===== src/rtl/axi_rd_byte_packer_if.sv =====
// Beat input and SRAM write bundle for the read-path byte packer.
// The slave modport is the packer; the master modport is the read controller/SRAM side.
interface axi_rd_byte_packer_if #(
  parameter int DATA_WIDTH      = 32,
  parameter int SRAM_ADDR_WIDTH = 32,
  parameter int BYTE_CNT_WIDTH  = 17
);
  localparam int STRB_WIDTH = DATA_WIDTH / 8;

  logic                       pk_start_i;
  logic [SRAM_ADDR_WIDTH-1:0] pk_base_addr_i;
  logic                       pk_busy_i;
  logic [STRB_WIDTH-1:0]      pk_byte_valid_i;
  logic [DATA_WIDTH-1:0]      pk_data_i;

  logic                       pk_sram_we_o;
  logic [SRAM_ADDR_WIDTH-1:0] pk_sram_addr_o;
  logic [DATA_WIDTH-1:0]      pk_sram_wdata_o;
  logic [STRB_WIDTH-1:0]      pk_sram_wstrb_o;
  logic                       pk_done_o;
  logic [BYTE_CNT_WIDTH-1:0]  pk_byte_cnt_o;
  logic                       pk_error_o;

  modport master (
    output pk_start_i, pk_base_addr_i, pk_busy_i, pk_byte_valid_i, pk_data_i,
    input  pk_sram_we_o, pk_sram_addr_o, pk_sram_wdata_o, pk_sram_wstrb_o,
           pk_done_o, pk_byte_cnt_o, pk_error_o
  );

  modport slave (
    input  pk_start_i, pk_base_addr_i, pk_busy_i, pk_byte_valid_i, pk_data_i,
    output pk_sram_we_o, pk_sram_addr_o, pk_sram_wdata_o, pk_sram_wstrb_o,
           pk_done_o, pk_byte_cnt_o, pk_error_o
  );
endinterface


===== src/rtl/axi_rd_byte_packer.sv =====
// Repacks byte-strobed read beats into dense word-aligned SRAM writes,
// flushing any residual bytes as a strobed partial write when busy drops.
module axi_rd_byte_packer #(
  parameter int DATA_WIDTH      = 32,
  parameter int SRAM_ADDR_WIDTH = 32,
  parameter int BYTE_CNT_WIDTH  = 17
) (
  input  logic                  clk,
  input  logic                  rst,
  axi_rd_byte_packer_if.slave   pk
);
  localparam int STRB_WIDTH = DATA_WIDTH / 8;
  localparam int RES_W      = $clog2(STRB_WIDTH);
  localparam int CNT_W      = RES_W + 1;
  localparam int BC_W1      = BYTE_CNT_WIDTH + 1;

  typedef enum logic [1:0] {IDLE, RUN, FLUSH, DONE} state_t;

  state_t state, state_next;

  logic                       busy_q;
  logic [DATA_WIDTH-1:0]      res_data, res_data_next;
  logic [RES_W-1:0]           res_n, res_n_next;
  logic [SRAM_ADDR_WIDTH-1:0] wr_addr;
  logic                       error, err_next;

  logic                       we;
  logic [SRAM_ADDR_WIDTH-1:0] sram_addr;
  logic [DATA_WIDTH-1:0]      wdata;
  logic [STRB_WIDTH-1:0]      wstrb;
  logic                       done;
  logic [BYTE_CNT_WIDTH-1:0]  byte_cnt;

  logic [STRB_WIDTH-1:0]      mask;
  logic [STRB_WIDTH-1:0]      span;
  logic [RES_W-1:0]           lo, hi;
  logic                       found;
  logic [CNT_W-1:0]           n;
  logic [CNT_W-1:0]           total;
  logic                       beat_ok, beat_bad, flush_req;

  logic [DATA_WIDTH-1:0]      beat_masked, beat_shifted;
  logic [2*DATA_WIDTH-1:0]    work;
  logic [STRB_WIDTH-1:0]      flush_strb;

  logic                       wr_fire;
  logic [DATA_WIDTH-1:0]      wr_data;
  logic [STRB_WIDTH-1:0]      wr_strb;
  logic [CNT_W-1:0]           wr_bytes;
  logic [BC_W1-1:0]           cnt_sum;
  logic [BYTE_CNT_WIDTH-1:0]  cnt_sat;

  assign mask = pk.pk_byte_valid_i;

  // Contiguous means the mask equals the solid run of ones from its lowest to highest set bit.
  always_comb begin
    lo    = '0;
    hi    = '0;
    found = 1'b0;
    span  = '0;
    for (int unsigned i = 0; i < STRB_WIDTH; i++) begin
      if (mask[i]) begin
        hi = RES_W'(i);
        if (!found) lo = RES_W'(i);
        found = 1'b1;
      end
    end
    for (int unsigned i = 0; i < STRB_WIDTH; i++) begin
      span[i] = (i >= 32'(lo)) && (i <= 32'(hi));
    end
  end

  assign beat_ok   = (state == RUN) && found && (mask == span);
  assign beat_bad  = (state == RUN) && found && (mask != span);
  assign flush_req = (state == RUN) && busy_q && !pk.pk_busy_i;

  assign n     = {1'b0, hi} - {1'b0, lo} + CNT_W'(1);
  assign total = {1'b0, res_n} + n;

  always_comb begin
    beat_masked = '0;
    flush_strb  = '0;
    for (int unsigned i = 0; i < STRB_WIDTH; i++) begin
      beat_masked[8*i +: 8] = mask[i] ? pk.pk_data_i[8*i +: 8] : 8'h00;
      flush_strb[i]         = (i < 32'(res_n));
    end
  end

  // Bytes above res_n in res_data are kept zero, so OR-ing in the shifted beat is safe.
  assign beat_shifted = beat_masked >> {lo, 3'b000};
  assign work = {{DATA_WIDTH{1'b0}}, res_data}
              | ({{DATA_WIDTH{1'b0}}, beat_shifted} << {res_n, 3'b000});

  always_comb begin
    wr_fire       = 1'b0;
    wr_data       = '0;
    wr_strb       = '0;
    wr_bytes      = '0;
    res_n_next    = res_n;
    res_data_next = res_data;
    err_next      = error;
    if (state == RUN) begin
      if (beat_bad) begin
        err_next = 1'b1;
      end else if (beat_ok) begin
        if (total >= CNT_W'(STRB_WIDTH)) begin
          wr_fire       = 1'b1;
          wr_data       = work[DATA_WIDTH-1:0];
          wr_strb       = '1;
          wr_bytes      = CNT_W'(STRB_WIDTH);
          res_data_next = work[2*DATA_WIDTH-1:DATA_WIDTH];
          res_n_next    = RES_W'(total - CNT_W'(STRB_WIDTH));
        end else begin
          res_data_next = work[DATA_WIDTH-1:0];
          res_n_next    = total[RES_W-1:0];
        end
      end
    end else if (state == FLUSH && res_n != '0) begin
      wr_fire       = 1'b1;
      wr_data       = res_data;
      wr_strb       = flush_strb;
      wr_bytes      = {1'b0, res_n};
      res_data_next = '0;
      res_n_next    = '0;
    end
  end

  assign cnt_sum = {1'b0, byte_cnt} + BC_W1'(wr_bytes);
  assign cnt_sat = cnt_sum[BC_W1-1] ? '1 : cnt_sum[BYTE_CNT_WIDTH-1:0];

  always_comb begin
    state_next = state;
    if (pk.pk_start_i) begin
      state_next = RUN;
    end else begin
      case (state)
        IDLE:    state_next = IDLE;
        RUN:     if (flush_req) state_next = FLUSH;
        FLUSH:   state_next = DONE;
        DONE:    state_next = IDLE;
        default: state_next = IDLE;
      endcase
    end
  end

  always_ff @(posedge clk) begin
    if (rst) state <= IDLE;
    else     state <= state_next;
  end

  always_ff @(posedge clk) begin
    if (rst) begin
      busy_q    <= 1'b0;
      res_data  <= '0;
      res_n     <= '0;
      wr_addr   <= '0;
      error     <= 1'b0;
      we        <= 1'b0;
      sram_addr <= '0;
      wdata     <= '0;
      wstrb     <= '0;
      done      <= 1'b0;
      byte_cnt  <= '0;
    end else if (pk.pk_start_i) begin
      busy_q    <= pk.pk_busy_i;
      res_data  <= '0;
      res_n     <= '0;
      wr_addr   <= pk.pk_base_addr_i;
      sram_addr <= pk.pk_base_addr_i;
      error     <= 1'b0;
      we        <= 1'b0;
      done      <= 1'b0;
      byte_cnt  <= '0;
    end else begin
      busy_q   <= pk.pk_busy_i;
      res_data <= res_data_next;
      res_n    <= res_n_next;
      error    <= err_next;
      we       <= wr_fire;
      done     <= (state == FLUSH);
      if (wr_fire) begin
        wdata     <= wr_data;
        wstrb     <= wr_strb;
        sram_addr <= wr_addr;
        wr_addr   <= wr_addr + SRAM_ADDR_WIDTH'(1);
        byte_cnt  <= cnt_sat;
      end
    end
  end

  assign pk.pk_sram_we_o    = we;
  assign pk.pk_sram_addr_o  = sram_addr;
  assign pk.pk_sram_wdata_o = wdata;
  assign pk.pk_sram_wstrb_o = wstrb;
  assign pk.pk_done_o       = done;
  assign pk.pk_byte_cnt_o   = byte_cnt;
  assign pk.pk_error_o      = error;
endmodule


===== src/flat_wrapper.sv =====
// flat-port wrapper written by rule: the top's interface ports become plain ports
module axi_rd_byte_packer_flat 
#(
  parameter int DATA_WIDTH      = 32,
  parameter int SRAM_ADDR_WIDTH = 32,
  parameter int BYTE_CNT_WIDTH  = 17
)
  (clk, rst, pk_pk_start_i, pk_pk_base_addr_i, pk_pk_busy_i, pk_pk_byte_valid_i, pk_pk_data_i, pk_pk_sram_we_o, pk_pk_sram_addr_o, pk_pk_sram_wdata_o, pk_pk_sram_wstrb_o, pk_pk_done_o, pk_pk_byte_cnt_o, pk_pk_error_o);
  axi_rd_byte_packer_if #(.DATA_WIDTH(DATA_WIDTH), .SRAM_ADDR_WIDTH(SRAM_ADDR_WIDTH), .BYTE_CNT_WIDTH(BYTE_CNT_WIDTH)) pk_i ();
  input  logic clk;
  input  logic rst;
  input wire logic [$bits(pk_i.pk_start_i)-1:0] pk_pk_start_i;
  input wire logic [$bits(pk_i.pk_base_addr_i)-1:0] pk_pk_base_addr_i;
  input wire logic [$bits(pk_i.pk_busy_i)-1:0] pk_pk_busy_i;
  input wire logic [$bits(pk_i.pk_byte_valid_i)-1:0] pk_pk_byte_valid_i;
  input wire logic [$bits(pk_i.pk_data_i)-1:0] pk_pk_data_i;
  output wire logic [$bits(pk_i.pk_sram_we_o)-1:0] pk_pk_sram_we_o;
  output wire logic [$bits(pk_i.pk_sram_addr_o)-1:0] pk_pk_sram_addr_o;
  output wire logic [$bits(pk_i.pk_sram_wdata_o)-1:0] pk_pk_sram_wdata_o;
  output wire logic [$bits(pk_i.pk_sram_wstrb_o)-1:0] pk_pk_sram_wstrb_o;
  output wire logic [$bits(pk_i.pk_done_o)-1:0] pk_pk_done_o;
  output wire logic [$bits(pk_i.pk_byte_cnt_o)-1:0] pk_pk_byte_cnt_o;
  output wire logic [$bits(pk_i.pk_error_o)-1:0] pk_pk_error_o;
  assign pk_i.pk_start_i = pk_pk_start_i;
  assign pk_i.pk_base_addr_i = pk_pk_base_addr_i;
  assign pk_i.pk_busy_i = pk_pk_busy_i;
  assign pk_i.pk_byte_valid_i = pk_pk_byte_valid_i;
  assign pk_i.pk_data_i = pk_pk_data_i;
  assign pk_pk_sram_we_o = pk_i.pk_sram_we_o;
  assign pk_pk_sram_addr_o = pk_i.pk_sram_addr_o;
  assign pk_pk_sram_wdata_o = pk_i.pk_sram_wdata_o;
  assign pk_pk_sram_wstrb_o = pk_i.pk_sram_wstrb_o;
  assign pk_pk_done_o = pk_i.pk_done_o;
  assign pk_pk_byte_cnt_o = pk_i.pk_byte_cnt_o;
  assign pk_pk_error_o = pk_i.pk_error_o;
  axi_rd_byte_packer #(.DATA_WIDTH(DATA_WIDTH), .SRAM_ADDR_WIDTH(SRAM_ADDR_WIDTH), .BYTE_CNT_WIDTH(BYTE_CNT_WIDTH)) u_core (.clk(clk), .rst(rst), .pk(pk_i));
endmodule

===== config.mk =====
export PLATFORM = sky130hd
export DESIGN_NAME = axi_rd_byte_packer_flat
export DESIGN_NICKNAME = d
export VERILOG_FILES = /design/src/rtl/axi_rd_byte_packer_if.sv /design/src/rtl/axi_rd_byte_packer.sv /design/src/flat_wrapper.sv
export SDC_FILE = /design/constraint.sdc
export NUM_CORES = 1
export LEC_CHECK = 0
export BUFFER_PORTS_ARGS = -buffer_cell sky130_fd_sc_hd__buf_2
export CORE_AREA = 4 4 128 130
export CTS_CLUSTER_DIAMETER = 80
export DETAILED_ROUTE_END_ITERATION = 7
export DIE_AREA = 0 0 132 134
export PLACE_DENSITY_LB_ADDON = 0.2
export REMOVE_ABC_BUFFERS = 1
export SETUP_SLACK_MARGIN = 0.15
export SYNTH_ARGS = -nofsm -noshare
export SYNTH_HDL_FRONTEND = slang
export SYNTH_SLANG_ARGS = --single-unit

===== constraint.sdc =====
create_clock -name clk -period 11 [get_ports clk]
set_input_delay 1.65 -clock clk [delete_from_list [all_inputs] [get_ports clk]]
set_output_delay 1.65 -clock clk [all_outputs]
set_load 0.02 [all_outputs]

======== After elaboration in Yosys (flattened, before gate mapping) ========
Cells that the tools add are included.
cells by class
  $add $sub $neg .......................... 6
  $mul .................................... 0
  div/mod/pow operators ................... 0
  order comparisons ....................... 10
  eq/ne operators ......................... 9
  shifts and indexed selects .............. 2
  mux-type cells .......................... 55
  bitwise operators ....................... 2
  reduce and logical (&&, ||, !) cells .... 18
operator list
  operator                                                          number
  two-way mux 32 bit                                                14
  bitwise OR 32 x 64 -> 64 bit                                      1
  << shifter 32 x 5 -> 64 bit                                       1
  adder 32 x 1 -> 32 bit, second input constant                     1
  two-way mux 8 bit                                                 4
  right shift 32 x 5 -> 32 bit                                      1
  two-way mux 2 bit                                                 14
  adder 17 x 3 -> 18 bit                                            1
  two-way mux 17 bit                                                1
  two-way mux 4 bit                                                 4
  two-way mux 3 bit                                                 5
  two-way mux 1 bit                                                 12
  logical AND 1 bit                                                 8
  case mux 2 bit (3 select lines)                                   1
  nonzero test 2 bit                                                3
  == test 2 bit, second input constant                              2
  == test 4 bit                                                     1
  greater-or-equal comparator 1 x 2 -> 1 bit, first input constant  2
  less-or-equal comparator 2 bit, first input constant              2
  < comparator 1 x 2 -> 1 bit, first input constant                 2
  != test 2 x 1 -> 1 bit, second input constant                     2
  != test 4 bit                                                     1
  AND reduction 2 bit                                               2
  OR reduction 2 bit                                                2
  15 further kinds                                                  15
storage, ports and cells
  register bits ........................... 157
  bits in latches ......................... 0
  bits in writable memories ............... 0
  ROM bits ................................ 0
  input port bits ......................... 72
  output and inout port bits .............. 88
  logic and storage cells ................. 115
  memories kept ........................... 0

======== Longest topological paths before layout ========
  word-level depth ........................ 17
  gate-level depth with buffers ........... 20
  depth with buffers taken out ............ 16

======== Least setup slack after synthesis ========
Ideal clock, no wire load.
  path type ............................... in2reg
  start point ............................. in pk_pk_byte_valid_i[1]
  end point ............................... reg u_core.byte_cnt[7], in the netlist u_core.pk.pk_byte_cnt_o[7]
  setup time .............................. 119 ps
  data arrival time ....................... 5,365 ps
  required time ........................... 10,881 ps
  setup slack ............................. 5,516 ps
  stages on the path ...................... 19
  buffers on the path ..................... 4
  cell sequence ........................... buf_2 buf_1 inv_1 o21ai_0 fa_1 inv_1 fa_1 xor2_1 nor3_2 nand2_1 inv_1 buf_4 ha_1 a21oi_1 a211o_1 o31ai_4 buf_2 nand4_1 mux2i_1
between the ends
  cells in the longest elaborated chain, start to end .. 15
  elaborated cells on any way between the ends .. 38
  those cells by class .................... 4 x add/sub; 7 x order compare; 2 x eq/ne; 20 x mux; 5 x reduce/logical
ends and longest elaborated chain
  element                                                 line                       source
  from (decl)                                             flat_wrapper.sv:15         input wire logic [$bits(pk_i.pk_byte_valid_i)-1:0] pk_pk_byte_valid_i;
  two-way mux 2 bit or two-way mux 1 bit (tied branches)  axi_rd_byte_packer.sv:62   if (mask[i]) begin
  two-way mux 2 bit                                       axi_rd_byte_packer.sv:64   if (!found) lo = RES_W'(i);
  two-way mux 2 bit                                       axi_rd_byte_packer.sv:62
  two-way mux 2 bit                                       axi_rd_byte_packer.sv:64
  two-way mux 2 bit                                       axi_rd_byte_packer.sv:62
  subtractor 2 x 2 -> 3 bit                               axi_rd_byte_packer.sv:77   assign n = {1'b0, hi} - {1'b0, lo} + CNT_W'(1);
  adder 3 x 1 -> 3 bit                                    axi_rd_byte_packer.sv:77
  adder 2 x 3 -> 3 bit                                    axi_rd_byte_packer.sv:78   assign total = {1'b0, res_n} + n;
  greater-or-equal comparator 3 bit                       axi_rd_byte_packer.sv:106  if (total >= CNT_W'(STRB_WIDTH)) begin
  two-way mux 3 bit                                       axi_rd_byte_packer.sv:106
  two-way mux 3 bit                                       axi_rd_byte_packer.sv:105  end else if (beat_ok) begin
  two-way mux 3 bit *                                     axi_rd_byte_packer.sv:103  if (beat_bad) begin
  two-way mux 3 bit *                                     axi_rd_byte_packer.sv:102  if (state == RUN) begin
  net u_core.wr_bytes[2]                                  axi_rd_byte_packer.sv:49   logic [CNT_W-1:0] wr_bytes;
  adder 17 x 3 -> 18 bit *                                axi_rd_byte_packer.sv:128  assign cnt_sum = {1'b0, byte_cnt} + BC_W1'(wr_bytes);
  two-way mux 17 bit *                                    axi_rd_byte_packer.sv:129  assign cnt_sat = cnt_sum[BC_W1-1] ? '1 : cnt_sum[BYTE_CNT_WIDTH-1:0];
  to (signal assigned)                                    axi_rd_byte_packer.sv:186  byte_cnt <= cnt_sat;
  to (decl)                                               axi_rd_byte_packer.sv:32   logic [BYTE_CNT_WIDTH-1:0] byte_cnt;
Mark *: on every way through the listed nets, which the timed path passes. The rest lies on a longest branch.
A chain may end at the register's enable or synchronous reset.

======== Worst setup path in the final report ========
  start point ............................. in pk_pk_byte_valid_i[1]
  end point ............................... reg u_core.byte_cnt[4], in the netlist u_core.pk.pk_byte_cnt_o[4]
between the ends
  cells in the longest elaborated chain, start to end .. 15
  elaborated cells on any way between the ends .. 38
  those cells by class .................... 4 x add/sub; 7 x order compare; 2 x eq/ne; 20 x mux; 5 x reduce/logical
ends and longest elaborated chain
  element                                                 line
  two-way mux 2 bit or two-way mux 1 bit (tied branches)  axi_rd_byte_packer.sv:62
  two-way mux 2 bit                                       axi_rd_byte_packer.sv:64
  two-way mux 2 bit                                       axi_rd_byte_packer.sv:62
  two-way mux 2 bit                                       axi_rd_byte_packer.sv:64
  two-way mux 2 bit                                       axi_rd_byte_packer.sv:62
  subtractor 2 x 2 -> 3 bit                               axi_rd_byte_packer.sv:77
  adder 3 x 1 -> 3 bit                                    axi_rd_byte_packer.sv:77
  adder 2 x 3 -> 3 bit                                    axi_rd_byte_packer.sv:78
  greater-or-equal comparator 3 bit                       axi_rd_byte_packer.sv:106
  two-way mux 3 bit                                       axi_rd_byte_packer.sv:106
  two-way mux 3 bit                                       axi_rd_byte_packer.sv:105
  two-way mux 3 bit                                       axi_rd_byte_packer.sv:103
  two-way mux 3 bit                                       axi_rd_byte_packer.sv:102
  adder 17 x 3 -> 18 bit                                  axi_rd_byte_packer.sv:128
  two-way mux 17 bit                                      axi_rd_byte_packer.sv:129
Parallel ways exist; a longest one is shown, timed or not.

==> impl_results.md <==
* # rows at 45
* Diode count at 0
* CP endpoint kind: flip-flop
* RSZ-0062 raised after global routing: no
* Status: completed
* Drt total wl at 26800 um
* Hold-fix buffers, CTS at 0
* CTS Buffer Depth at 2
* Top cell type's share of synthesized area at 0.351
* R2R Path Start: u_core.res_n[1]
* Slew headroom at 0.268
* Initial Util at 0.591
* Routed WL per cell at 19.4 um
* Maximum number of pins on one net before global-route repair at 88
* Critical path origin: pk_pk_byte_valid_i[1]
* Number of port buffers at 159
* Die H at approximately 130 um
* Pre-antenna DRT Iters at 6
* Top post-synthesis cells by area: dfxtp_1 35%, nand2_1 4.8%, a31oi_1 3.7%, a211oi_1 3.2%, a221oi_1 3.1%
* Commonest non-fill, non-tap cells in the layout: 159 x buf_2, 157 x dfxtp_1, 114 x nand2_1, 64 x nor2_1, 53 x a31oi_1
* Tot Pwr at 1.48 mW
* CP Data Required Time at between 10 and 15 ns
* Gr ovfl total at 0
* # nets final at 1262
* Final Cycle Share at 0.622
* Die X at 132 um
* Clk pwr share at 0.446
* Setup CP Type: in2reg
* Top_reg_cell synth: dfxtp_1
* Initial antenna violation count at 0
* Commonest non-fill, non-tap cell in the layout: buf_2
* Critical Path Fanout Max at 48
* Max VDD drop at ~0.12 mV
* Total track usage at 0.294
* Synth Register Bits at around 160
* Number of synthesized flops with an enable pin at 0
* DRT antenna net count at 0
* Final GP Congestion at 0.890
* Clk sink count at 157
* Register area share after synthesis at 0.351
* Worst EP arrival at between 7 and 8 ns
* Psw at 0.398 mW
* CTS tree: built
* Leak at 3.97 nW
* Hold Startpoint: u_core.pk.pk_sram_wstrb_o[1]
* Max-Cap Viols at 0
* Vias in the first global route at 8555
* Vias per cell at 6.75
* Post-DP HPWL at roughly 18000 um
* YS warnings at 0
* DR vias at 9315
* Placed Instances at 1349
* Cells after Synth at 1084
* Worst Skew at 0.00782 ns
* Clock slew at reported path FFs at approximately 0.06 ns
* Synthesized cell area at 8950 sq um
* Clk_lat worst skew at 0.43 ns
* Asr flop ratio synth at 0
* Die Footprint at roughly 18000 sq um
* Global-route wire length before repair at 43100 um
* CP Launch Type: primary input
* Sw Share at 0.269
* FF+latch area at 3140 sq um
* DRC Markers at 0
* Syn_area_per_cell at 8.25 sq um
* Endpoints failing hold at 0
* Area occupied by multi-input gates at 5270 sq um
* Pwr per Cell Area at 143 nW/um^2
* Synth-to-layout area growth at 15.6%
* Setup TNS at 0 ns
* Tmin final at a little under 7 ns
* Yosys top cell by area: dfxtp_1
* Root buffer cell: clkbuf_16
* # fillers at ~1.3k
* Finished Layout Cells at 1381
* Logic pwr share at 0.142
* Actual transition at the worst max-transition pin at 1.10 ns
* TritonCTS buffer count at 17
* Seq pwr share at 0.413
* Share of layout cells above drive strength 1 at 0.204
* IO Count at 160
* Core ar. at approximately 15000 sq um
* Post-CTS setup buffers at 0
* Iter 0 DRT Violations at 993
* Crit-path max cell delay at 0.80 ns
* Slowest cell on the critical path: xor2_2
* Peak Freq at 146 MHz
* Finish-stage setup viols at 0
* Internal power at 1.08 mW
* Top Family by Delay on Critical Path: adder cells
* Cell variety after synth at a little under 80
* PostCTS Resize Cnt at 0
* Cell Chain, Critical Path: buf_2 -> or2_4 -> nor2_1 -> ha_1 -> fa_1 -> xor2_2 -> nor3_2 -> nand2_1 -> inv_1 -> ha_1 -> a21oi_1 -> a211o_1 -> o31ai_4 -> nand2_1 -> a31oi_1
* WP buf/inv at 2
* Slew Limit Fails at 0
* CTS H-tree depth at 4
* Min-Delay Path Class: reg2reg
==> Yosys cell counts, types with 12 or more instances <==
cell type and number:
clkbuf_1 64, a221oi_1 32, inv_1 29, nand4_1 18
o221ai_1 14, nor2_1 64, a31oi_1 53, a21oi_1 44
o21ai_0 49, a311oi_1 13, nand3_1 31, mux2i_1 19
o21a_1 13, and3_1 24, dfxtp_1 157, a2111oi_0 14
or4_1 12, o31ai_1 12, nor3_1 38, a211oi_1 38
nand2_1 114, buf_2 18
==> flip-flops by register name (all words and copies together) (netlist names) <==
register / flops
u_core.pk.pk_sram_we_o: 1
u_core.busy_q: 1
u_core.pk.pk_sram_addr_o: 32
u_core.pk.pk_done_o: 1
u_core.pk.pk_error_o: 1
u_core.res_data: 32
u_core.res_n: 2
u_core.pk.pk_sram_wstrb_o: 4
u_core.pk.pk_byte_cnt_o: 17
u_core.wr_addr: 32
u_core.state: 2
u_core.pk.pk_sram_wdata_o: 32
==> routing by layer <==
metal  vias up  track usage  share of wire
li1       4390            -              -
met1      4381        0.379           0.41
met2       471        0.481           0.47
met3        73       0.0608          0.087
met4         0        0.123          0.031
met5         -            0              0
==> per-stage QoR <==
stage | util | hold slack (ns) | worst slack, ns | area (sq um)
after floorplan | - | 0.446 | 5.27 | 8490
after global placement | 0.639 | 0.443 | 4.05 | 9680
after detailed placement | 0.639 | 0.443 | 3.86 | 9680
after CTS | 0.683 | 0.452 | 4.28 | 10300
after global routing | 0.683 | 0.469 | 3.80 | 10300
final | 0.683 | 0.452 | 4.16 | 10300
==> power by group through the flow <==
| stage | Sequential (mW) | Combinational (mW) | Clock (mW) |
|---|---|---|---|
| final | 0.611 | 0.210 | 0.660 |
| after global routing | 0.614 | 0.228 | 0.692 |
| after CTS | 0.611 | 0.206 | 0.667 |
| after detailed placement | 0.623 | 0.205 | 0 |
| after global placement | 0.622 | 0.203 | 0 |
| after floorplan | 0.636 | 0.109 | 0 |
==> tightest hold or removal path, stage by stage, from the launching register on <==
cell     delay [ns]
dfxtp_1        0.30
nand2_1        0.05
a21oi_1        0.05
==> worst paths after layout <==
kind                                                      to  slack [ns]  depth (start not counted)
worst max-delay path              u_core.pk.pk_byte_cnt_o[4]        4.16                         15
worst min-delay path            u_core.pk.pk_sram_wstrb_o[1]        0.45                          2
worst max register to register    u_core.pk.pk_byte_cnt_o[4]        5.76                         12
worst min register to register  u_core.pk.pk_sram_wstrb_o[1]        0.45                          2
==> kinds of logic after synthesis <==
| family | Yosys count | synth area share |
|---|---|---|
| simple gates | 397 | 0.240 |
| fa+ha+maj | 10 | 0.0165 |
| mux | 20 | 0.0225 |
| flops | 157 | 0.351 |
| xor+xnor | 4 | 0.00476 |
| compound gates | 368 | 0.301 |
| buf+inv | 128 | 0.0635 |
==> layout make-up <==
type / instances / area share
clock buffer: 20 / 0.0441
clock inverter: 12 / 0.0201
inverter: 30 / 0.0109
multi-input combinational: 799 / 0.510
sequential: 157 / 0.304
tap: 188 / 0.0227
timing repair buffer: 175 / 0.0885
Power figures use the tool's default switching activity.
